$ cat config.mk
export PLATFORM = sky130hd
export DESIGN_NAME = fetch_queue
export DESIGN_NICKNAME = d
export VERILOG_FILES = /design/src/rtl/Uop.sv /design/src/rtl/fq_lane_pack.sv /design/src/rtl/fetch_queue.sv
export SDC_FILE = /design/constraint.sdc
export NUM_CORES = 1
export LEC_CHECK = 0
export CAP_MARGIN = 30
export CORE_ASPECT_RATIO = 1.25
export CORE_MARGIN = 3
export CORE_UTILIZATION = 50
export DETAILED_ROUTE_END_ITERATION = 10
export PLACE_DENSITY_LB_ADDON = 0.05
export SLEW_MARGIN = 20
export SYNTH_ARGS = -nofsm -noshare
export SYNTH_HDL_FRONTEND = slang
export SYNTH_SLANG_ARGS = --single-unit
export TNS_END_PERCENT = 10
$ cat constraint.sdc
create_clock -name clk -period 5.3 [get_ports clk]
set_clock_uncertainty 0.05 [all_clocks]
set_input_delay 0.795 -clock clk [delete_from_list [all_inputs] [get_ports clk]]
set_output_delay 0.795 -clock clk [all_outputs]
set_load 0.005 [all_outputs]
$ cat src/rtl/Uop.sv
// Uop: shared micro-op / fetch types for the front end.
//   fq_entry_t    - one fetch-queue slot (fetch PC plus fetched word).
//   fq_lane_count - length of the run of set bits starting at lane 0.
package Uop;

  localparam int unsigned IAddrW     = 32;
  // Widest push group fq_lane_count can measure.
  localparam int unsigned FqMaxLanes = 32;

  typedef logic [IAddrW-1:0] iaddr_t;

  typedef struct packed {
    logic [31:0] insn;
    logic        fault;
  } fetch_t;

  typedef struct packed {
    iaddr_t pc;
    fetch_t f;
  } fq_entry_t;

  // Leading-ones run length from lane 0; lanes after the first gap do not count.
  function automatic int unsigned fq_lane_count(input logic [FqMaxLanes-1:0] in_valid);
    int unsigned n;
    logic        run;
    n   = 0;
    run = 1'b1;
    for (int i = 0; i < int'(FqMaxLanes); i++) begin
      if (run && in_valid[i]) begin
        n = n + 1;
      end else begin
        run = 1'b0;
      end
    end
    return n;
  endfunction

endpackage

$ cat src/rtl/fq_lane_pack.sv
// fq_lane_pack: turns a per-lane push request into the number of lanes to accept.
//   in_valid - per-lane push request, lane 0 first in program order
//   nPush    - length of the contiguous run of requests starting at lane 0
// Purely combinational; PUSH_W must not exceed Uop::FqMaxLanes.
module fq_lane_pack
  import Uop::*;
#(
  parameter  int unsigned PUSH_W = 2,
  localparam int unsigned LaneW  = $clog2(PUSH_W + 1)
) (
  input  logic [PUSH_W-1:0] in_valid,
  output logic [LaneW-1:0]  nPush
);

  logic [FqMaxLanes-1:0] padded;

  always_comb begin
    padded             = '0;
    padded[PUSH_W-1:0] = in_valid;
    nPush              = LaneW'(fq_lane_count(padded));
  end

endmodule

$ cat src/rtl/fetch_queue.sv
// fetch_queue: multi-lane FIFO between fetch and decode.
//   clk, rst   - clock; synchronous active-high reset
//   flush      - discard all contents (branch redirect)
//   in_valid   - per-lane push request, contiguous from lane 0
//   in_data    - lane i in bits [i*ENTRY_W +: ENTRY_W]
//   in_ready   - a full PUSH_W group fits this cycle
//   out_valid  - head entry valid
//   out_data   - head entry (don't-care while out_valid is low)
//   out_ready  - decode consumes the head
//   count      - current occupancy
module fetch_queue
  import Uop::*;
#(
  parameter int unsigned DEPTH   = 8,
  parameter int unsigned PUSH_W  = 2,
  parameter int unsigned ENTRY_W = $bits(fq_entry_t)
) (
  input  logic                       clk,
  input  logic                       rst,
  input  logic                       flush,
  input  logic [PUSH_W-1:0]          in_valid,
  input  logic [PUSH_W*ENTRY_W-1:0]  in_data,
  output logic                       in_ready,
  output logic                       out_valid,
  output logic [ENTRY_W-1:0]         out_data,
  input  logic                       out_ready,
  output logic [$clog2(DEPTH+1)-1:0] count
);

  localparam int unsigned CntW  = $clog2(DEPTH + 1);
  localparam int unsigned PtrW  = $clog2(DEPTH);
  localparam int unsigned LaneW = $clog2(PUSH_W + 1);

  logic [ENTRY_W-1:0] mem [DEPTH];

  logic [PtrW-1:0]  wrPtr, wrPtrNext;
  logic [PtrW-1:0]  rdPtr, rdPtrNext;
  logic [CntW-1:0]  cnt, cntNext;
  logic [LaneW-1:0] laneRun;
  logic [LaneW-1:0] nPush;
  logic             pop;

  // Explicit wrap, so DEPTH need not be a power of two. inc never exceeds DEPTH-1.
  function automatic logic [PtrW-1:0] ptrAdd(input logic [PtrW-1:0] base,
                                             input int unsigned     inc);
    int unsigned sum;
    sum = 32'(base) + inc;
    if (sum >= DEPTH) begin
      sum = sum - DEPTH;
    end
    return PtrW'(sum);
  endfunction

  fq_lane_pack #(
    .PUSH_W (PUSH_W)
  ) u_lane_pack (
    .in_valid (in_valid),
    .nPush    (laneRun)
  );

  always_comb begin
    // Registered count only: a same-cycle pop never frees room for a push.
    in_ready  = (DEPTH - 32'(cnt)) >= PUSH_W;
    out_valid = (cnt != '0);
    out_data  = mem[rdPtr];
    count     = cnt;
    nPush     = in_ready ? laneRun : '0;
    pop       = out_valid && out_ready;
    wrPtrNext = ptrAdd(wrPtr, 32'(nPush));
    rdPtrNext = pop ? ptrAdd(rdPtr, 32'd1) : rdPtr;
    cntNext   = cnt + CntW'(nPush) - CntW'(pop);
  end

  // rst and flush give the same result; rst simply wins when both are high.
  always_ff @(posedge clk) begin
    if (rst || flush) begin
      wrPtr <= '0;
      rdPtr <= '0;
      cnt   <= '0;
    end else begin
      wrPtr <= wrPtrNext;
      rdPtr <= rdPtrNext;
      cnt   <= cntNext;
    end
  end

  // Storage carries no reset; occupancy alone decides what is visible.
  always_ff @(posedge clk) begin
    if (!rst && !flush) begin
      for (int i = 0; i < int'(PUSH_W); i++) begin
        if (unsigned'(i) < 32'(nPush)) begin
          mem[ptrAdd(wrPtr, unsigned'(i))] <= in_data[i*ENTRY_W +: ENTRY_W];
        end
      end
    end
  end

endmodule
======== After elaboration in Yosys (flattened, before gate mapping) ========
Memories as Yosys holds them, arrays and structs flattened. A register that Yosys moved wholly into a read port is not among the register bits.
Index checks and enable logic that the tools add are counted.
word-level totals
  RAM bits ................................ 520
  input bits .............................. 136
  bits in latches ......................... 0
  ROM bits ................................ 0
  bits in registers ....................... 10
  memories kept ........................... 1
cells by class
  reductions and logical operators ........ 7
  $mul .................................... 0
  mux-type cells .......................... 20
  divide/modulo/power cells ............... 0
  shifts and indexed selects .............. 0
  magnitude comparators ................... 7
  add/subtract/negate cells ............... 11
  eq/ne operators ......................... 0
  bitwise gates (word level) .............. 0
memories
  name  depth  bits a word  read ports  clocked after Yosys merged registers in  write ports  line               text
  mem   8      65           1           1                                        2            fetch_queue.sv:34  logic [ENTRY_W-1:0] mem [DEPTH];
operators by type and width
  kind                                                        number
  >= comparator 32 x 2 -> 1 bit (second input constant)       1
  two-way mux 3 bit                                           10
  >= comparator 4 bit (second input constant)                 3
  subtractor 3 x 1 -> 3 bit (second input constant)           4
  adder 3 x 1 -> 4 bit (second input constant)                2
  two-way mux 1 bit                                           8
  subtractor 4 x 4 -> 5 bit (first input constant)            1
  adder 3 x 2 -> 4 bit                                        1
  adder 4 x 2 -> 4 bit                                        1
  >= comparator 3 x 4 -> 1 bit (second input constant)        1
  less-than comparator 1 x 2 -> 1 bit (first input constant)  2
  two-way mux 2 bit                                           2
  nonzero test 4 bit                                          1
  subtractor 4 x 1 -> 4 bit                                   1
  logical AND 1 bit                                           3
  adder 2 x 1 -> 2 bit (second input constant)                1
  logical NOT 1 bit                                           2
  logical OR 1 bit                                            1

======== Longest topological paths before layout ========
Gate-level depths: netlist of the first run.
  depth after elaboration ................. 8
  gate-level depth with buffers ........... 14
  depth with buffers taken out ............ 14

======== By module ========
From an unflattened synthesis of the first run, not the netlist that was laid out.
unflattened totals
  cells, all modules ...................... 1,437
  area, all modules ....................... 26,665.6 sq um
modules (own cells, without submodules)
  module        area an instance (sq um)  cells an instance  seq. area each (sq um)  instances
  fetch_queue   26,649.3                  1,435              15,875.2                1
  fq_lane_pack  16.3                      2                  0.0                     1

======== Least setup slack after synthesis of the first run ========
OpenSTA, ideal clock, no wires.
  kind .................................... input -> register
  start ................................... input port flush
  end ..................................... memory mem[0][0] in the netlist's numbering (enable)
  arrival ................................. 4.928 ns
  required time ........................... 4.741 ns
  path slack .............................. -0.187 ns
  setup time .............................. 0.509 ns
  stages .................................. 5
  buffers on the path ..................... 1
  cells stage by stage .................... or2_2 > clkbuf_1 > nor3b_1 > a22oi_1 > a21oi_1
RTL lines
  what             line               text
  start, declared  fetch_queue.sv:20  input logic flush,
  end, declared    fetch_queue.sv:34

==> results of run 1 <==
-- worst paths after layout --
kind	start	slack (ns)	cells past startpoint	end
worst max-delay path	register	1.28	4	out_data[9]
worst min-delay path	rdPtr[1]$_SDFFE_PP0P_	0.49	2	register
worst max register to register	count[1]$_SDFF_PP0_	1.72	8	mem[0][42]$_DFFE_PP_
worst min register to register	rdPtr[1]$_SDFFE_PP0P_	0.49	2	register
-- kinds of logic after synthesis --
| logic type | Yosys count | share of synthesized area [%] |
|---|---|---|
| flops | 533 | 59.0 |
| buf+inv | 105 | 2.70 |
| simple gates | 47 | 0.921 |
| xor+xnor | 7 | 0.228 |
| mux | 716 | 35.6 |
| fa+ha+maj | 13 | 0.661 |
| compound gates | 31 | 0.879 |
-- worst register-to-register path, cell delays in order, from the launching register on --
cell      delay, ns
dfxtp_1        0.49
inv_1          0.13
ha_1           0.29
nor2_1         0.09
o221ai_1       0.36
o211ai_1       0.32
buf_4          0.44
buf_4          0.70
mux2_2         0.46
-- sequential cells by signal, summed over array words and instances (netlist names), named ones only --
signal and count:
mem 520, count 4, rdPtr 3, wrPtr 3
-- area by class of cell --
type                            instances  share of cell area, %
Tap cell                              672                   2.67
Multi-Input combinational cell        814                   33.0
Antenna cell                            6                 0.0477
Clock buffer                           76                   4.79
Sequential cell                       533                   50.5
Timing Repair Buffer                  250                   8.25
Clock inverter                         25                  0.605
Inverter                               10                  0.119
-- report_power, final --
part | total, uW | switching [uW] | internal [uW]
logic | 1760 | 808 | 953
clock network | 3710 | 1590 | 2120
registers | 4860 | 73.7 | 4780
-- routing by layer --
layer / track usage [%] / wire length (um) / share of wire (%)
met1: 32.6 / 28400 / 42
met2: 41.2 / 34500 / 51
met3: 4.22 / 3270 / 4.9
met4: 5.09 / 1140 / 1.7
met5: 0 / 61 / 0.090
-- per-stage QoR --
| stage | utilization [%] | setup TNS [ns] | hold slack, ns | setup slack, ns | total power, uW |
|---|---|---|---|---|---|
| global route | 59.4 | 0 | 0.494 | 1.14 | 10700 |
| finish | 59.4 | 0 | 0.486 | 1.28 | 10300 |
| detailed placement | 56.1 | 0 | 0.470 | 1.36 | 6710 |
| floorplan | - | -55.63 | 0.435 | -0.185 | 5940 |
| CTS | 59.3 | 0 | 0.484 | 1.19 | 10400 |
| global placement | 56.0 | 0 | 0.470 | 1.38 | 6690 |
-- placed cells by master, fill, tap and decap left out, types with 10 or more instances in the layout --
cell type / count
ha_1: 11
nor2_1: 17
dfxtp_1: 10
clkinv_2: 10
inv_1: 10
edfxtp_1: 520
clkbuf_16: 55
mux2_2: 561
mux2_1: 14
clkdlybuf4s50_1: 206
buf_4: 29
buf_12: 13
clkinv_1: 11
mux4_2: 130
clkbuf_1: 16
mux2_4: 10
==> qor.yml, run 1 <==
relSlewSlack_pct: 38.5
post_cts_buffers: 0
fillers: 4015
peakVddDrop_v: 0.000243
clock_sinks: 533
globalRoute.totalOverflow: 0
ys_seq_area_share_pct: 59.0
place_congestion: 0.789
ios: 207
postSynthAreaPerCell_um2: 18.5
vias: 14476
num-nets-final: 1812
min_period_ns: 4.02
core_area_um2: 52900
synthTopCellsByArea: "edfxtp_1 58%, mux2_2 23%, mux4_2 11%"
grt_setup_unrepaired: "false"
crit_fanout: 48
slowest_stage: "dfxtp_4"
cp.arrival_ns: 3.17
first_iter_violations: 995
die_h_um: 265
std_cell_rows: 94
dieWidth_um: 213
dp_cells: 2278
grt_usage_pct: 24.1
required_ns: 4.45
hold_viol: 0
drt-wirelength-per-cell_um: 28.3
synthArstFlopShare_pct: 0
layout.cells.non_filler: 2386
crit_buf_inv: 2
antenna_found_initial: 9
cts_resized: 0
outcome: "finished, final reports clean"
yosys.area.top_type: "edfxtp_1"
area_delta_synth_final_pct: 17.0
seq_area_um2: 15900
setup_viol: 0
grt_pass1_vias: 15700
p_leak_uw: 0.0102
synth_common_cells: "561 x mux2_2, 520 x edfxtp_1, 130 x mux4_2, 40 x buf_6, 26 x buf_2"
critPathTopFamily: "flip-flops"
critPathCaptureType: "primary output"
synth.cell_area_um2: 26900
root_buffer: "clkbuf_16"
synth_nets: 1601
synth_seq_cells: 533
slew_viol_final: 0
dpl_cell_area_um2: 29700
viasPerCell: 6.07
worstHoldPathType: "register to register"
drive_above_1_share_pct: 48.9
multi_input_area_um2: 10400
max_cap_viol_count: 0
clk_path_buf_depth: 3
dr.pass1.iters: 5
startpoint_type: "register"
yosysMostFrequentCell: "mux2_2"
max_stage_delay_ns: 0.95
period_share_pct: 75.8
cts_tree: "yes"
fmax_mhz: 249
htree_num_levels: 2
clk_latency_ns: 0.60
die_area_um2: 56600
synth_top_area_share_pct: 58.1
powerDensity_nw_per_um2: 328
drc: 0
port_buffers: 206
ctsHoldBuffers: 0
cp_cell_sequence: "buf_4, mux4_2, mux2_2, clkdlybuf4s50_1"
cts_buffers: 54
finish.instance_area_um2: 31400
grt_pass1_wl_um: 101000
worstSetupPathType: "register to primary output"
grt_max_degree: 66
synthFlopType: "edfxtp_1"
ant_nets: 0
initial_core_util_pct: 50.8
timing_worst_slew_pin_value_ns: 0.922
synth-edff-count: 520
synth-warning-count: 0
dpl.hpwl_um: 38800
synthCells: 1452
synth.distinct_cells: 40
clk_pin_slew_ns: 0.06
finalWirelength_um: 67400
Power figures use the tool's default switching activity.
==> inputs of run 2 (changes only) <==
==> constraint.sdc (replaced) <==
create_clock -name clk -period 4.1 [get_ports clk]
set_clock_uncertainty 0.05 [all_clocks]
set_input_delay 0.615 -clock clk [delete_from_list [all_inputs] [get_ports clk]]
set_output_delay 0.615 -clock clk [all_outputs]
set_load 0.005 [all_outputs]
==> qor.yml, run 2 (synthesized netlist as in run 1, its figures left out) <==
port_buffers: 206
slowest_stage: "o221ai_1"
root_buffer: "clkbuf_16"
dp_cells: 2274
die_h_um: 265
cts_buffers: 55
grt_pass1_vias: 15722
startpoint_type: "register"
grt_max_degree: 66
post_cts_buffers: 0
dpl_cell_area_um2: 29800
holdWs_ns: 0.509
clock_sinks: 533
clk_path_buf_depth: 3
core_area_um2: 52900
ctsHoldBuffers: 0
max_cap_viol_count: 0
area_delta_synth_final_pct: 17.0
dr.pass1.iters: 5
finalWirelength_um: 66200
clk_pin_slew_ns: 0.06
vias: 14242
required_ns: 3.43
cp_cell_sequence: "inv_1, ha_1, o221ai_1, nor2_1, inv_1, clkdlybuf4s50_1"
slew_viol_final: 0
min_period_ns: 3.70
powerDensity_nw_per_um2: 420
antenna_found_initial: 9
ant_nets: 0
hold_viol: 0
p_leak_uw: 0.0102
std_cell_rows: 94
first_iter_violations: 984
cts_tree: "yes"
outcome: "finished, final reports clean"
max_stage_delay_ns: 0.77
fillers: 4052
critPathMostFrequentCell: "inv_1"
die_area_um2: 56600
setup_viol: 0
worstSetupPathType: "register to primary output"
grt_setup_unrepaired: "false"
viasPerCell: 5.99
dieWidth_um: 213
drt-wirelength-per-cell_um: 27.9
crit_fanout: 10
clk_latency_ns: 0.59
drive_above_1_share_pct: 48.7
num-nets-final: 1808
cts_resized: 0
grt_pass1_wl_um: 99400
relSlewSlack_pct: 35.5
place_congestion: 0.792
timing_worst_slew_pin_value_ns: 0.967
layout.cells.non_filler: 2376
dpl.hpwl_um: 35600
design_power_total_uw: 13200
globalRoute.totalOverflow: 0
cp.arrival_ns: 3.03
largest_reg_flops: 520
fmax_mhz: 271
mostFrequentLayoutCells: "561 x mux2_2, 520 x edfxtp_1, 206 x clkdlybuf4s50_1, 130 x mux4_2, 57 x clkbuf_16"
ios: 207
worstHoldPathType: "register to register"
peakVddDrop_v: 0.000492
grt_usage_pct: 23.7
finish.instance_area_um2: 31500
final_common_cell: "mux2_2"
period_share_pct: 90.1
utilization_pct: 59.4
htree_num_levels: 2
initial_core_util_pct: 50.8
top_register: "mem"
drc: 0
critPathCaptureType: "primary output"
## run 2: cell types whose count changed in the layout (fill, tap and decap cells not counted)
cell	previous run	this run
buf_4	29	15
inv_6	1	0
diode_2	6	7
clkbuf_8	5	0
clkinvlp_4	0	1
clkbuf_16	55	57
buf_12	13	24
buf_16	2	0
bufinv_16	3	2
clkinv_1	11	12
clkbuf_1	16	13
## run 2: worst max-delay path: cells and delay by family (launching register included)
family                   cells  cell delay (ns)
AO/OA/AOI/OAI                1             0.77
adder cells (fa/ha/maj)      1             0.27
buffers and inverters        3             0.77
flip-flops                   1             0.51
AND/OR/NAND/NOR              1             0.12
## run 2: worst paths after layout
kind / from / slack, ns / endpoint / cells after the start
worst max register to register: count[1]$_SDFF_PP0_ / 0.77 / count[2]$_SDFF_PP0_ / 13
worst max-delay path: count[1]$_SDFF_PP0_ / 0.40 / in_ready / 6
worst min-delay path: rdPtr[0]$_SDFFE_PP0P_ / 0.51 / rdPtr[0]$_SDFFE_PP0P_ / 2
worst min register to register: rdPtr[0]$_SDFFE_PP0P_ / 0.51 / rdPtr[0]$_SDFFE_PP0P_ / 2
## run 2: per-stage QoR
stage          TNS (ns)  worst slack [ns]
3_3_place_gp          0             0.747
4_1_cts               0             0.306
2_1_floorplan   -659.45             -1.27
3_5_place_dp          0             0.717
6_report              0             0.404
5_1_grt               0             0.174
## run 2: where the power goes
group | leakage, uW | internal (uW) | switching, uW
clock | 0.000804 | 2640 | 2050
combinational | 0.00456 | 1230 | 1050
sequential | 0.00479 | 6180 | 72.7
total | 0.0102 | 10000 | 3170
## run 2: per-layer routing
metal / GRT usage, % / vias up / routed length [um]
met1: 32.6 / 7501 / 28600
met2: 39.8 / 286 / 33200
met4: 4.84 / 6 / 996
met5: 0 / - / 41
li1: - / 6375 / -
met3: 4.64 / 74 / 3350
## run 2: final cells by class
| cell class | instances | area [um^2] | share of cell area [%] |
|---|---|---|---|
| antenna | 7 | 17.5 | 0.0557 |
| clock buffer | 70 | 1480 | 4.69 |
| clock inverter | 25 | 163 | 0.517 |
| inverter | 10 | 37.5 | 0.119 |
| multi-input combinational | 814 | 10400 | 33.0 |
| sequential | 533 | 15900 | 50.5 |
| tap | 672 | 841 | 2.67 |
| timing repair buffer | 245 | 2660 | 8.44 |
